$ cat src/rtl/chebyshev_pkg.sv
// -----------------------------------------------------------------------------
// chebyshev_pkg
// Shared definitions for the Chebyshev-series evaluators.
//   - state_t           : Clenshaw evaluator FSM states (IDLE, ITER, FINAL, OUT)
//   - clog2             : ceiling log2, usable in parameter expressions
//   - widening_f        : accumulator growth bits for a series of given degree
//   - acc_w_f           : accumulator width (CL + widening + 1 sign guard bit)
//   - round_half_up_const : the "one half" constant added before a right shift
// -----------------------------------------------------------------------------
package chebyshev_pkg;

  typedef enum logic [1:0] {
    IDLE  = 2'd0,
    ITER  = 2'd1,
    FINAL = 2'd2,
    OUT   = 2'd3
  } state_t;

  // Ceiling log2; clog2(1) = 0.
  function automatic int clog2(input int value);
    int result;
    int v;
    result = 32'sd0;
    v      = value - 32'sd1;
    while (v > 32'sd0) begin
      result = result + 32'sd1;
      v      = v >>> 1;
    end
    return result;
  endfunction

  // Growth of |b_k| over the recurrence is bounded by roughly 2*(N+1) times
  // the largest coefficient, hence clog2(N+1)+1 extra integer bits.
  function automatic int widening_f(input int degree);
    return clog2(degree + 32'sd1) + 32'sd1;
  endfunction

  function automatic int acc_w_f(input int cl, input int degree);
    return cl + widening_f(degree) + 32'sd1;
  endfunction

  // Half an LSB of a value with frac_bits fractional bits to be discarded.
  function automatic longint unsigned round_half_up_const(input int frac_bits);
    return 64'd1 << (frac_bits - 32'sd1);
  endfunction

endpackage

$ cat src/rtl/clenshaw_step.sv
// -----------------------------------------------------------------------------
// clenshaw_step
// Combinational Clenshaw datapath shared by the ITER and FINAL states.
//   t      = round_half_up(x * b1 / 2^(WL-1))
//   result = 2t - b2 + c   (final_mode = 0, recurrence step)
//   result =  t - b2 + c   (final_mode = 1, closing step)
// Sums are formed at ACC_W+2 bits and wrapped to ACC_W.
// Ports:
//   final_mode : selects the closing-step form
//   x          : signed Q1.(WL-1) argument
//   b1, b2     : signed ACC_W recurrence state (CL-1 fractional bits)
//   c          : signed Q1.(CL-1) coefficient, sign-extended internally
//   result     : signed ACC_W step result
// -----------------------------------------------------------------------------
module clenshaw_step
  import chebyshev_pkg::*;
#(
  parameter int WL    = 16,
  parameter int CL    = 16,
  parameter int ACC_W = 21
) (
  input  logic             final_mode,
  input  logic [WL-1:0]    x,
  input  logic [ACC_W-1:0] b1,
  input  logic [ACC_W-1:0] b2,
  input  logic [CL-1:0]    c,
  output logic [ACC_W-1:0] result
);

  localparam int PW = WL + ACC_W;
  localparam int SW = ACC_W + 2;
  localparam logic [PW-1:0] RND_C = PW'(round_half_up_const(WL - 1));

  logic        [PW-1:0] x_ext_s;
  logic        [PW-1:0] b1_ext_s;
  logic signed [PW-1:0] prod_s;
  logic        [SW-1:0] t_s;
  logic        [SW-1:0] lead_s;
  logic        [SW-1:0] b2_ext_s;
  logic        [SW-1:0] c_ext_s;

  // Multiply, round half up, then form the recurrence sum in the wide domain
  always_comb begin
    x_ext_s  = {{ACC_W{x[WL-1]}}, x};
    b1_ext_s = {{WL{b1[ACC_W-1]}}, b1};
    // Operands are sign-extended to the product width, so the low PW bits of
    // the unsigned product are the exact two's-complement product.
    prod_s   = x_ext_s * b1_ext_s + RND_C;
    // t needs ACC_W+1 bits (x=-1, b1=min gives +2^(ACC_W-1)); SW holds 2t.
    t_s      = SW'(prod_s >>> (WL - 1));
    b2_ext_s = {{(SW-ACC_W){b2[ACC_W-1]}}, b2};
    c_ext_s  = {{(SW-CL){c[CL-1]}}, c};
    if (final_mode) begin
      lead_s = t_s;
    end else begin
      lead_s = {t_s[SW-2:0], 1'b0};
    end
    result = ACC_W'(lead_s - b2_ext_s + c_ext_s);
  end

endmodule

$ cat src/rtl/chebyshev_clenshaw.sv
// -----------------------------------------------------------------------------
// chebyshev_clenshaw
// Evaluates y = sum_{k=0..DEGREE} c_k * T_k(x) with the Clenshaw recurrence,
// one iteration per clock. Coefficients are loadable at run time while idle.
// Accept edge is edge 0; out_valid rises at edge DEGREE+1 and is held until
// out_ready is seen.
// Optional build macro: CHEBYSHEV_SATURATE_EN clamps the final result to the
// CL-bit signed coefficient range (sign-extended to ACC_W).
// Ports:
//   clock, resetn          : clock, synchronous active-low reset
//   coeff_we/addr/data     : coefficient write port (honoured only in IDLE,
//                            addr <= DEGREE)
//   in_valid/in_ready      : argument handshake, data_in = x (Q1.(WL-1))
//   out_valid/out_ready    : result handshake, data_out = y (ACC_W bits,
//                            CL-1 fractional bits)
//   busy                   : evaluation in progress (state != IDLE)
// -----------------------------------------------------------------------------
module chebyshev_clenshaw
  import chebyshev_pkg::*;
#(
  parameter  int WL       = 16,
  parameter  int CL       = 16,
  parameter  int DEGREE   = 4,
  localparam int ADDR_W   = clog2(DEGREE + 1),
  localparam int WIDENING = widening_f(DEGREE),
  localparam int ACC_W    = CL + WIDENING + 1
) (
  input  logic              clock,
  input  logic              resetn,
  input  logic              coeff_we,
  input  logic [ADDR_W-1:0] coeff_addr,
  input  logic [CL-1:0]     coeff_data,
  input  logic              in_valid,
  output logic              in_ready,
  input  logic [WL-1:0]     data_in,
  output logic              out_valid,
  input  logic              out_ready,
  output logic [ACC_W-1:0]  data_out,
  output logic              busy
);

  localparam logic [ADDR_W-1:0] K_LAST = ADDR_W'(DEGREE);
  localparam logic [ADDR_W-1:0] K_ONE  = ADDR_W'(32'd1);
  localparam logic [ADDR_W-1:0] K_ZERO = {ADDR_W{1'b0}};

  state_t             state_r;
  logic [WL-1:0]      x_r;
  logic [ACC_W-1:0]   b1_r;
  logic [ACC_W-1:0]   b2_r;
  logic [ADDR_W-1:0]  k_r;
  logic [CL-1:0]      coeff_r [0:DEGREE];
  logic               in_ready_r;
  logic               out_valid_r;
  logic [ACC_W-1:0]   data_out_r;
  logic               busy_r;

  logic               coeff_wr_s;
  logic               final_mode_s;
  logic [CL-1:0]      c_sel_s;
  logic [ACC_W-1:0]   step_s;
  logic [ACC_W-1:0]   final_s;

  assign in_ready  = in_ready_r;
  assign out_valid = out_valid_r;
  assign data_out  = data_out_r;
  assign busy      = busy_r;

  // Coefficient writes are accepted only while idle and in range
  always_comb begin
    if (coeff_we && (state_r == IDLE) && (coeff_addr <= K_LAST)) begin
      coeff_wr_s = 1'b1;
    end else begin
      coeff_wr_s = 1'b0;
    end
  end

  // Coefficient file; cleared by reset so a reset leaves a zero series
  always_ff @(posedge clock) begin
    if (!resetn) begin
      for (int i = 0; i <= DEGREE; i++) begin
        coeff_r[i] <= {CL{1'b0}};
      end
    end else if (coeff_wr_s) begin
      coeff_r[coeff_addr] <= coeff_data;
    end
  end

  // Select coefficient and step form: c[k] while iterating, c[0] to close
  always_comb begin
    if (state_r == FINAL) begin
      final_mode_s = 1'b1;
      c_sel_s      = coeff_r[K_ZERO];
    end else begin
      final_mode_s = 1'b0;
      c_sel_s      = coeff_r[k_r];
    end
  end

  clenshaw_step #(
    .WL    (WL),
    .CL    (CL),
    .ACC_W (ACC_W)
  ) u_step (
    .final_mode (final_mode_s),
    .x          (x_r),
    .b1         (b1_r),
    .b2         (b2_r),
    .c          (c_sel_s),
    .result     (step_s)
  );

`ifdef CHEBYSHEV_SATURATE_EN
  localparam logic [ACC_W-1:0] SAT_MAX = {{(ACC_W-CL+1){1'b0}}, {(CL-1){1'b1}}};
  localparam logic [ACC_W-1:0] SAT_MIN = {{(ACC_W-CL+1){1'b1}}, {(CL-1){1'b0}}};

  // Clamp the closing result into the signed CL-bit range
  always_comb begin
    if ($signed(step_s) > $signed(SAT_MAX)) begin
      final_s = SAT_MAX;
    end else if ($signed(step_s) < $signed(SAT_MIN)) begin
      final_s = SAT_MIN;
    end else begin
      final_s = step_s;
    end
  end
`else
  // Closing result passes through at full accumulator width
  always_comb begin
    final_s = step_s;
  end
`endif

  // Evaluator FSM with registered handshake and status outputs
  always_ff @(posedge clock) begin
    if (!resetn) begin
      state_r     <= IDLE;
      x_r         <= {WL{1'b0}};
      b1_r        <= {ACC_W{1'b0}};
      b2_r        <= {ACC_W{1'b0}};
      k_r         <= K_ZERO;
      in_ready_r  <= 1'b1;
      out_valid_r <= 1'b0;
      data_out_r  <= {ACC_W{1'b0}};
      busy_r      <= 1'b0;
    end else begin
      case (state_r)
        IDLE: begin
          if (in_valid) begin
            x_r        <= data_in;
            b1_r       <= {ACC_W{1'b0}};
            b2_r       <= {ACC_W{1'b0}};
            k_r        <= K_LAST;
            state_r    <= ITER;
            in_ready_r <= 1'b0;
            busy_r     <= 1'b1;
          end
        end
        ITER: begin
          b1_r <= step_s;
          b2_r <= b1_r;
          k_r  <= k_r - K_ONE;
          // k==1 is the last recurrence step; c[0] is folded in by FINAL
          if (k_r == K_ONE) begin
            state_r <= FINAL;
          end
        end
        FINAL: begin
          data_out_r  <= final_s;
          out_valid_r <= 1'b1;
          state_r     <= OUT;
        end
        OUT: begin
          // Returning to IDLE here; the next accept needs a further edge
          if (out_ready) begin
            out_valid_r <= 1'b0;
            in_ready_r  <= 1'b1;
            busy_r      <= 1'b0;
            state_r     <= IDLE;
          end
        end
        default: begin
          state_r     <= IDLE;
          in_ready_r  <= 1'b1;
          out_valid_r <= 1'b0;
          busy_r      <= 1'b0;
        end
      endcase
    end
  end

endmodule

$ cat config.mk
export PLATFORM = sky130hd
export DESIGN_NAME = chebyshev_clenshaw
export DESIGN_NICKNAME = d
export VERILOG_FILES = /design/src/rtl/chebyshev_pkg.sv /design/src/rtl/clenshaw_step.sv /design/src/rtl/chebyshev_clenshaw.sv
export SDC_FILE = /design/constraint.sdc
export NUM_CORES = 1
export LEC_CHECK = 0
export ABC_AREA = 1
export ABC_CLOCK_PERIOD_IN_PS = 9600
export BUFFER_PORTS_ARGS = -buffer_cell sky130_fd_sc_hd__buf_2
export CORE_MARGIN = 2
export CORE_UTILIZATION = 30
export DETAILED_ROUTE_END_ITERATION = 8
export SYNTH_ARGS = -nofsm -noshare
export SYNTH_HDL_FRONTEND = slang
export SYNTH_SLANG_ARGS = --single-unit
$ cat constraint.sdc
create_clock -name clock -period 9.6 [get_ports clock]
set_input_delay 2.88 -clock clock [delete_from_list [all_inputs] [get_ports clock]]
set_output_delay 2.88 -clock clock [all_outputs]
set_load 0.01 [all_outputs]
# Yosys cells after proc, flatten, opt, wreduce, memory -nomap -nowiden
# Memories as Yosys holds them, arrays and structs flattened. A register that Yosys moved wholly into a read port is not among the register bits.
# Cells that the tools add are included.
[word_totals]
ff_bits = 87
n_memories = 1
inputBits = 40
ram_bits = 80
elab_cells = 64
out_inout_bits = 24
[memory_table]
columns = ["memory", "words", "width", "rd", "rd_ports_with_merged_regs", "wr", "line_no", "source"]
rows = [
  ["coeff_r", 5, 16, 2, 1, 5, "chebyshev_clenshaw.sv:51", "logic [CL-1:0] coeff_r [0:DEGREE];"],
]
[op_classes]
eq_ne = 7
multipliers = 1
add_sub_neg = 4
reduce_logical = 12
magnitude_cmp = 1
n_mux = 29
[ops]
columns = ["op", "count"]
rows = [
  ["$pmux 21 s2", 2],
  ["$mux 21", 2],
  ["$add 36x15->36 const B", 1],
  ["$mul 16x21->36", 1],
  ["$mux 16", 2],
  ["$add 21x21->21", 1],
  ["$sub 21x21->21", 1],
  ["$reduce_or 16->1", 1],
  ["$mux 3", 4],
  ["$mux 1", 11],
  ["$pmux 2 s4", 1],
  ["$mux 2", 3],
  ["$ne 2x2->1 const B", 3],
  ["$pmux 1 s2", 3],
  ["$pmux 3 s2", 1],
  ["$reduce_and 2->1", 3],
  ["$reduce_and 3->1", 2],
  ["$reduce_bool 2->1", 3],
  ["$eq 2x2->1 const B", 2],
  ["$eq 3x1->1 const B", 1],
  ["$le 3x3->1 const B", 1],
  ["$sub 3x1->3 const B", 1],
  ["$eq 2x1->1 const B", 1],
  ["$logic_and 1x1->1", 2],
  ["$logic_not 2->1", 1],
]

# Depth between registers and ports, before layout
# Gate-level depths: netlist (run 1).
[logic_depth]
depth_word = 9
depth_mapped = 47
mapped_depth_nobuf = 46

# Hierarchy
# From an unflattened synthesis (run 1), not the netlist that was laid out.
[hier_totals]
cells_unflattened = 3038
area_unflattened_um2 = 23772.8
[by_module_without_submodules]
columns = ["module", "cells_per_inst", "instances", "seq_area_each_um2", "area_each_um2"]
rows = [
  ["clenshaw_step", 1975, 1, 0.0, 14522.7],
  ["chebyshev_clenshaw", 1063, 1, 5645.4, 9250.1],
]

# Worst setup path after synthesis (run 1)
# Ideal clock, no wire load.
[synth_path]
kind = "register -> register"
from = "register b1_r[14]"
to = "register data_out_r[20] (netlist: data_out[20])"
setup_slack_ns = 2.029
path_stages_with_launch = 41
t_required_ns = 9.491
arrival_ns = 7.462
n_path_buf = 2
setup_time_ns = 0.109
synth_period_minus_slack_ns = 7.571
path_cell_list = "dfxtp_1 > clkbuf_1 > clkbuf_1 > nand2_1 > fa_1 > fa_1 > inv_1 > fa_1 > inv_1 > fa_1 > fa_1 > fa_1 > inv_1 > ha_1 > nand2_1 > o21ai_0 > a21oi_1 > nand3_1 > [... 5 more ...] > nand3_1 > nand2_1 > fa_1 > inv_1 > ha_1 > inv_1 > nor3_1 > nand4_1 > a21oi_1 > nor2_1 > nand3_1 > nand2_1 > inv_1 > nand3_1 > nand2_1 > nand2_1 > nand2_1 > inv_1"
[synth_between]
elab_chain_cells = 5
[synth_rtl]
columns = ["item", "line_no", "source"]
rows = [
  ["from (decl)", "chebyshev_clenshaw.sv:48", "logic [ACC_W-1:0] b1_r;"],
  ["from (signal assigned)", "chebyshev_clenshaw.sv:138", "b1_r <= {ACC_W{1'b0}};"],
  ["from (signal assigned)", "chebyshev_clenshaw.sv:150", "b1_r <= {ACC_W{1'b0}};"],
  ["from (signal assigned)", "chebyshev_clenshaw.sv:159", "b1_r <= step_s;"],
  ["$mul 16x21->36", "clenshaw_step.sv:48", "prod_s = x_ext_s * b1_ext_s + RND_C;"],
  ["$add 36x15->36", "clenshaw_step.sv:48", ""],
  ["$mux 21", "clenshaw_step.sv:53", "if (final_mode) begin"],
  ["$sub 21x21->21", "clenshaw_step.sv:58", "result = ACC_W'(lead_s - b2_ext_s + c_ext_s);"],
  ["$add 21x21->21", "clenshaw_step.sv:58", ""],
  ["to (signal assigned)", "chebyshev_clenshaw.sv:143", "data_out_r <= {ACC_W{1'b0}};"],
  ["to (signal assigned)", "chebyshev_clenshaw.sv:168", "data_out_r <= final_s;"],
  ["to (decl)", "chebyshev_clenshaw.sv:54", "logic [ACC_W-1:0] data_out_r;"],
]
# Every way passes these cells.
# A chain may end at the register's enable or synchronous reset.

# Final worst setup path (run 1)
[layout_path]
from = "register x_r[7]"
to = "register data_out_r[20] (netlist: data_out[20])"
[layout_between]
elab_chain_cells = 5
[layout_rtl]
columns = ["item", "line_no", "source"]
rows = [
  ["from (decl)", "chebyshev_clenshaw.sv:47", "logic [WL-1:0] x_r;"],
  ["from (signal assigned)", "chebyshev_clenshaw.sv:137", "x_r <= {WL{1'b0}};"],
  ["from (signal assigned)", "chebyshev_clenshaw.sv:149", "x_r <= data_in;"],
  ["$mul 16x21->36", "clenshaw_step.sv:48", ""],
  ["$add 36x15->36", "clenshaw_step.sv:48", ""],
  ["$mux 21", "clenshaw_step.sv:53", ""],
  ["$sub 21x21->21", "clenshaw_step.sv:58", ""],
  ["$add 21x21->21", "clenshaw_step.sv:58", ""],
]
# Every way passes these cells.

==> flow_metrics.env, run 1 <==
export IMPL_reg2reg_depth=39
export IMPL_cts_made_buffers=28
export IMPL_synth_commonest_cells="inv_1 (666), nand2_1 (596), fa_1 (346)"
export IMPL_vias=17971
export IMPL_drc=0
export IMPL_fin_crit_sh_pct=92.5
export IMPL_syn_area_per_cell_um2=8.21
export IMPL_dieWidth_um=283
export IMPL_rr_endpoint="data_out[20]$_SDFFE_PN0P_"
export IMPL_holdPathEnd="busy$_SDFFE_PN0P_"
export IMPL_grt_max_degree=64
export IMPL_slowest_delay_ps=760
export IMPL_crit_arrival_ps=9390
export IMPL_crit_slowest_cell="dfxtp_1"
export IMPL_final_setup_viol_count=0
export IMPL_clk_path_buf_depth=3
export IMPL_hold_buffers=0
export IMPL_die_y_um=283
export IMPL_drt_wl_total_um=61600
export IMPL_cpMostUsedCell="nand2_1"
export IMPL_worstMarginPinSlew_ps=1020
export IMPL_syn_area_um2=23400
export IMPL_relSlewSlack_pct=32.1
export IMPL_period_minus_slack_ps=8880
export IMPL_critical_path_top_delay_family="adder cells"
export IMPL_grtUsageTotal_pct=15.7
export IMPL_ys_seq_area_share_pct=24.1
export IMPL_synth_most_common_cell="inv_1"
export IMPL_timing_hold_worst_start="busy$_SDFFE_PN0P_"
export IMPL_core_um2=77300
export IMPL_cp_end_kind="flip-flop"
export IMPL_nNetsFinal=3405
export IMPL_path_max_fanout=13
export IMPL_cts_resized=0
export IMPL_place_gp_congestion=0.917
export IMPL_root_buffer="clkbuf_16"
export IMPL_netlist_instances=2848
export IMPL_htreeDepth=1
export IMPL_first_pass_iters=6
export IMPL_overflow=0
export IMPL_start_util_pct=30.2
export IMPL_grt_pass1_vias=18581
export IMPL_rows=102
export IMPL_cts_tree="yes"
export IMPL_ys_warn_count=0
export IMPL_nFillCells=8217
export IMPL_wl_per_cell_um=15.5
export IMPL_avgViaCountPerCell=4.53
export IMPL_synth_seq_cells=218
export IMPL_vdd_drop_max_mv=0.337
export IMPL_min_delay_path_depth=2
export IMPL_worstSkewPairLatency_ps=610
export IMPL_critPathLaunchType="flip-flop"
export IMPL_maxCapViolCount=0
export IMPL_cp_required_ps=10110
export IMPL_yosys_area_top_type_share_pct=29.6
export IMPL_hold_path_class="reg -> reg"
export IMPL_final_core_util_pct=33.6
export IMPL_status="finished clean"
export IMPL_fin_setup_tns_ps=0
export IMPL_final_layout_size_suffix_gt1_share_pct=7.48
export IMPL_grt_antenna_before_repair=1
export IMPL_async_flop_share_pct=0
export IMPL_hpwlAfterDp_um=49100
export IMPL_drt_initial_drc_count=1290
export IMPL_rr_startpoint="x_r[7]$_SDFFE_PN0P_"
export IMPL_ant_nets=0
export IMPL_max_freq_mhz=113
export IMPL_syn_to_final_growth_pct=11.1
export IMPL_io_buffers=63
export IMPL_drv_slew=0
export IMPL_hold_viol=0
export IMPL_ios=64
export IMPL_post_cts_buffers=0
export IMPL_yosysTopAreaCell="fa_1"
export IMPL_skew_ps=53.3
export IMPL_synth_edf_count=128
export IMPL_clock_sinks=218
export IMPL_path_clk_slew_ps=70
export IMPL_rsz0062_at_grt="false"
export IMPL_grt_pass1_wl_um=101000
export IMPL_power_density_nw_per_um2=338
export IMPL_dieArea_um2=80200
export IMPL_yosys_most_used_dff="edfxtp_1"
export IMPL_regToRegSetupSlack_ps=720
export IMPL_p_leak_nw=13.0
export IMPL_yosysUniqueCellTypes=58
export IMPL_worst_setup_path_type="reg -> reg"
export IMPL_synth_area_leaders="fa_1 (30%), edfxtp_1 (16%), inv_1 (11%), nand2_1 (9.6%), dfxtp_1 (7.7%)"
export IMPL_cp_buffers_inverters=8
[registers in the layout (all words and copies together) (netlist names), named ones only]
register and count:
coeff_r 128, b1_r 21, b2_r 21, data_out 21, x_r 16, k_r 3, state_r 2, busy 1
in_ready 1, out_valid 1
[power breakdown]
part           switching, W  leakage (nW)  internal (W)  total (W)
logic               0.00424          10.6       0.00217    0.00640
registers          0.000175          2.03       0.00112    0.00130
clock network      0.000450         0.444      0.000619    0.00107
[how the worst max path moves through the flow]
stage | start | to | slack, ps | cells after the start
2_1_floorplan | b1_r[14]$_SDFFE_PN0P_ | data_out[20]$_SDFFE_PN0P_ | 2030 | 40
5_1_grt | x_r[1]$_SDFFE_PN0P_ | data_out[20]$_SDFFE_PN0P_ | 90 | 38
3_5_place_dp | x_r[7]$_SDFFE_PN0P_ | data_out[20]$_SDFFE_PN0P_ | 760 | 39
4_1_cts | x_r[7]$_SDFFE_PN0P_ | data_out[20]$_SDFFE_PN0P_ | 740 | 39
3_3_place_gp | x_r[7]$_SDFFE_PN0P_ | data_out[20]$_SDFFE_PN0P_ | 710 | 39
6_report | x_r[7]$_SDFFE_PN0P_ | data_out[20]$_SDFFE_PN0P_ | 720 | 39
[per-layer routing]
| layer | up-vias | share of wire (%) | routed length, um | GRT usage, % |
|---|---|---|---|---|
| li1 | 8682 | - | - | - |
| met1 | 8881 | 46 | 28300 | 21.9 |
| met2 | 356 | 48 | 29700 | 26.8 |
| met3 | 50 | 4.6 | 2830 | 1.96 |
| met4 | 2 | 1.1 | 704 | 2.10 |
| met5 | - | 0.026 | 16 | 0 |
[worst min-delay path, cell delays in order (launching register included)]
cell and delay (ps):
dfxtp_1 310, nand2_1 60, a21oi_1 50
[cells in the final DEF, fill, tap and decap left out, drive strengths merged, types with 15 or more instances in the layout]
cell,Yosys,routed
o21ai,142,142
clkbuf,111,31
edfxtp,128,128
a21oi,114,114
nand2,612,612
or2,15,15
nand3,77,77
inv,670,672
a21o,15,15
buf,23,116
xnor2,16,16
nor2,248,248
conb,1,48
o211ai,26,26
dfxtp,90,90
ha,112,112
fa,346,346
[final cells by class]
class	instances	area, um2	area share (%)
timing repair buffer	116	713	2.75
inverter	672	2520	9.71
sequential	218	5650	21.7
multi-input combinational	1871	14900	57.2
clock inverter	20	218	0.838
antenna	1	2.50	0.00963
tap	1040	1300	5.01
clock buffer	31	712	2.74
[kinds of logic after synthesis]
group	after synthesis	synth area share, %
AND/OR/NAND/NOR	991	17.3
buffers and inverters	806	13.0
adder cells (fa/ha/maj)	458	35.6
AO/OA/AOI/OAI	346	8.84
flip-flops	218	24.1
XOR/XNOR	28	1.05
other	1	0.0160
[through the flow]
| step | cells | hold slack [ps] | worst slack, ps | cell area [um2] | power, W |
|---|---|---|---|---|---|
| floorplan | 2895 | 445 | 2030 | 23600 | 0.00583 |
| global placement | 3917 | 452 | 714 | 25000 | 0.00769 |
| detailed placement | 3917 | 460 | 756 | 25000 | 0.00769 |
| CTS | 3968 | 470 | 737 | 26000 | 0.00882 |
| global route | 3968 | 508 | 91.7 | 26000 | 0.00968 |
| finish | 3969 | 467 | 718 | 26000 | 0.00877 |
No activity file was read; power rests on OpenSTA's default activity.
==> inputs of run 2 (changes only) <==
Settings changed: CELL_PAD_IN_SITES_DETAIL_PLACEMENT set to 0, CELL_PAD_IN_SITES_GLOBAL_PLACEMENT set to 1, PLACE_DENSITY_LB_ADDON set to 0.1.
==> run 2 against run 1 <==
  * First-iteration DRC count shrank 32%
  * Utilization grew 0.37 points
  * Sequential power shrank 4%
  * Combinational power grew 6.7%
  * Flip-flop and latch count is the same
  * Fmax grew 0.29%
  * Register-to-register slack gained 30 ps
  * Sequential share of layout area shrank 0.24 points
  * Global-route usage grew 2.8 points
  * Total power grew 5.0%
  * Largest cell class unchanged
  * Non-clock buffer count grew 25
  * Critical path depth shrank 1
  * Critical endpoint unchanged
==> flow_metrics.env, run 2 (synthesized netlist as in run 1, its figures left out) <==
export IMPL_io_buffers=63
export IMPL_hpwlAfterDp_um=57000
export IMPL_max_freq_mhz=113
export IMPL_critical_path_top_delay_family="adder cells"
export IMPL_drc=0
export IMPL_dieArea_um2=80200
export IMPL_root_buffer="clkbuf_16"
export IMPL_cts_tree="yes"
export IMPL_cp_endpoint="data_out[20]$_SDFFE_PN0P_"
export IMPL_dp_cells=3942
export IMPL_path_clk_slew_ps=60
export IMPL_cts_resized=0
export IMPL_cpMostUsedCell="nand2_1"
export IMPL_worstMarginPinSlew_ps=982
export IMPL_htreeDepth=1
export IMPL_fin_cells=3999
export IMPL_fin_crit_sh_pct=92.3
export IMPL_power_density_nw_per_um2=351
export IMPL_drv_slew=0
export IMPL_critPathLaunchType="flip-flop"
export IMPL_crit_cells=38
export IMPL_rr_startpoint="x_r[7]$_SDFFE_PN0P_"
export IMPL_cts_made_buffers=30
export IMPL_ant_nets=0
export IMPL_regArea_um2=5650
export IMPL_reg2reg_depth=38
export IMPL_place_gp_congestion=0.860
export IMPL_grt_antenna_before_repair=5
export IMPL_core_um2=77300
export IMPL_largest_reg_flops=128
export IMPL_power_frac_seq_pct=13.6
export IMPL_nFillCells=8213
export IMPL_slowest_delay_ps=740
export IMPL_power_switching_share_pct=56.3
export IMPL_die_y_um=283
export IMPL_power_frac_comb_pct=74.1
export IMPL_cp_required_ps=10080
export IMPL_maxCapViolCount=0
export IMPL_hold_buffers=0
export IMPL_path_max_fanout=13
export IMPL_top_register="coeff_r"
export IMPL_skew_ps=50.1
export IMPL_period_minus_slack_ps=8860
export IMPL_final_cell_mix="inv_1 (665), nand2_1 (596), fa_1 (346)"
export IMPL_vdd_drop_max_mv=0.408
export IMPL_regToRegSetupSlack_ps=740
export IMPL_clkPwrFrac_pct=12.2
export IMPL_grtUsageTotal_pct=18.6
export IMPL_overflow=0
export IMPL_final_common_cell="inv_1"
export IMPL_avgViaCountPerCell=4.54
export IMPL_power_switching_w=0.00519
export IMPL_dieWidth_um=283
export IMPL_rr_endpoint="data_out[20]$_SDFFE_PN0P_"
export IMPL_drt_wl_total_um=72700
export IMPL_crit_start="x_r[7]$_SDFFE_PN0P_"
export IMPL_relSlewSlack_pct=34.4
export IMPL_drt_initial_drc_count=872
export IMPL_start_util_pct=30.2
export IMPL_status="finished clean"
export IMPL_crit_arrival_ps=9330
export IMPL_syn_to_final_growth_pct=12.4
export IMPL_fin_hold_ws_ps=461
export IMPL_multiInputGateArea_um2=14900
export IMPL_cp_buffers_inverters=8
export IMPL_cp_end_kind="flip-flop"
export IMPL_worst_setup_path_type="reg -> reg"
export IMPL_vias=18158
export IMPL_fin_setup_tns_ps=0
export IMPL_grt_max_degree=59
export IMPL_final_setup_viol_count=0
export IMPL_internal_power_w=0.00402
export IMPL_nNetsFinal=3432
export IMPL_final_layout_size_suffix_gt1_share_pct=8.38
export IMPL_wl_per_cell_um=18.2
export IMPL_ios=64
export IMPL_grt_pass1_vias=19125
export IMPL_clk_path_buf_depth=3
export IMPL_worstSkewPairLatency_ps=610
export IMPL_p_leak_nw=13.2
export IMPL_hold_viol=0
export IMPL_first_pass_iters=5
export IMPL_grt_pass1_wl_um=115000
export IMPL_post_cts_buffers=0
export IMPL_clock_sinks=218
export IMPL_rsz0062_at_grt="false"
export IMPL_rows=102
export IMPL_crit_slowest_cell="dfxtp_1"
export IMPL_hold_path_class="reg -> reg"
[run 2: cell types whose count changed in the layout (fill, tap and decap cells not counted)]
cell	change
buf_12	+2
clkbuf_8	+4
clkbuf_1	+5
clkinvlp_2	-1
clkbuf_16	+2
bufinv_16	-1
buf_4	+23
clkinv_1	-4
[run 2: layout make-up]
type	count	share of cell area (%)
Sequential cell	218	21.5
Multi-Input combinational cell	1871	56.6
Clock inverter	14	0.638
Clock buffer	42	3.18
Inverter	672	9.60
Antenna cell	1	0.00953
Timing Repair Buffer	141	3.52
Tap cell	1040	4.95
[run 2: per-stage QoR]
stage	instance area (um2)	total power (W)	worst slack, ps	utilization (%)
global route	26300	0.0102	159	34.0
floorplan	23600	0.00583	2030	-
finish	26300	0.00921	743	34.0
CTS	26300	0.00931	716	34.0
detailed placement	25300	0.00811	792	32.7
global placement	25300	0.00816	700	32.7
[run 2: worst min-delay path by stage]
| stage | startpoint | endpoint | slack (ps) | cells past startpoint |
|---|---|---|---|---|
| detailed placement | busy$_SDFFE_PN0P_ | busy$_SDFFE_PN0P_ | 460 | 2 |
| CTS | busy$_SDFFE_PN0P_ | busy$_SDFFE_PN0P_ | 470 | 2 |
| floorplan | b2_r[0]$_SDFFE_PN0P_ | b2_r[0]$_SDFFE_PN0P_ | 450 | 2 |
| global route | b2_r[0]$_SDFFE_PN0P_ | b2_r[0]$_SDFFE_PN0P_ | 490 | 2 |
| finish | busy$_SDFFE_PN0P_ | busy$_SDFFE_PN0P_ | 460 | 2 |
| global placement | busy$_SDFFE_PN0P_ | busy$_SDFFE_PN0P_ | 450 | 2 |
[run 2: power groups by stage]
stage	logic, W	registers, W	clock network, W
2_1_floorplan	0.00462	0.00121	0
3_3_place_gp	0.00688	0.00127	0
3_5_place_dp	0.00683	0.00127	0
4_1_cts	0.00689	0.00126	0.00117
5_1_grt	0.00773	0.00127	0.00120
6_report	0.00683	0.00125	0.00113
[run 2: routing by layer]
layer | routed length [um] | vias up | GRT usage (%)
li1 | - | 8716 | -
met4 | 1400 | 4 | 3.66
met3 | 2890 | 72 | 2.08
met5 | 23 | - | 0
met2 | 33200 | 306 | 30.2
met1 | 35200 | 9060 | 26.7
[run 2: worst min-delay path: stages (launching register included)]
cell and delay [ps]:
dfxtp_1 310, nand2_1 60, a21oi_1 50
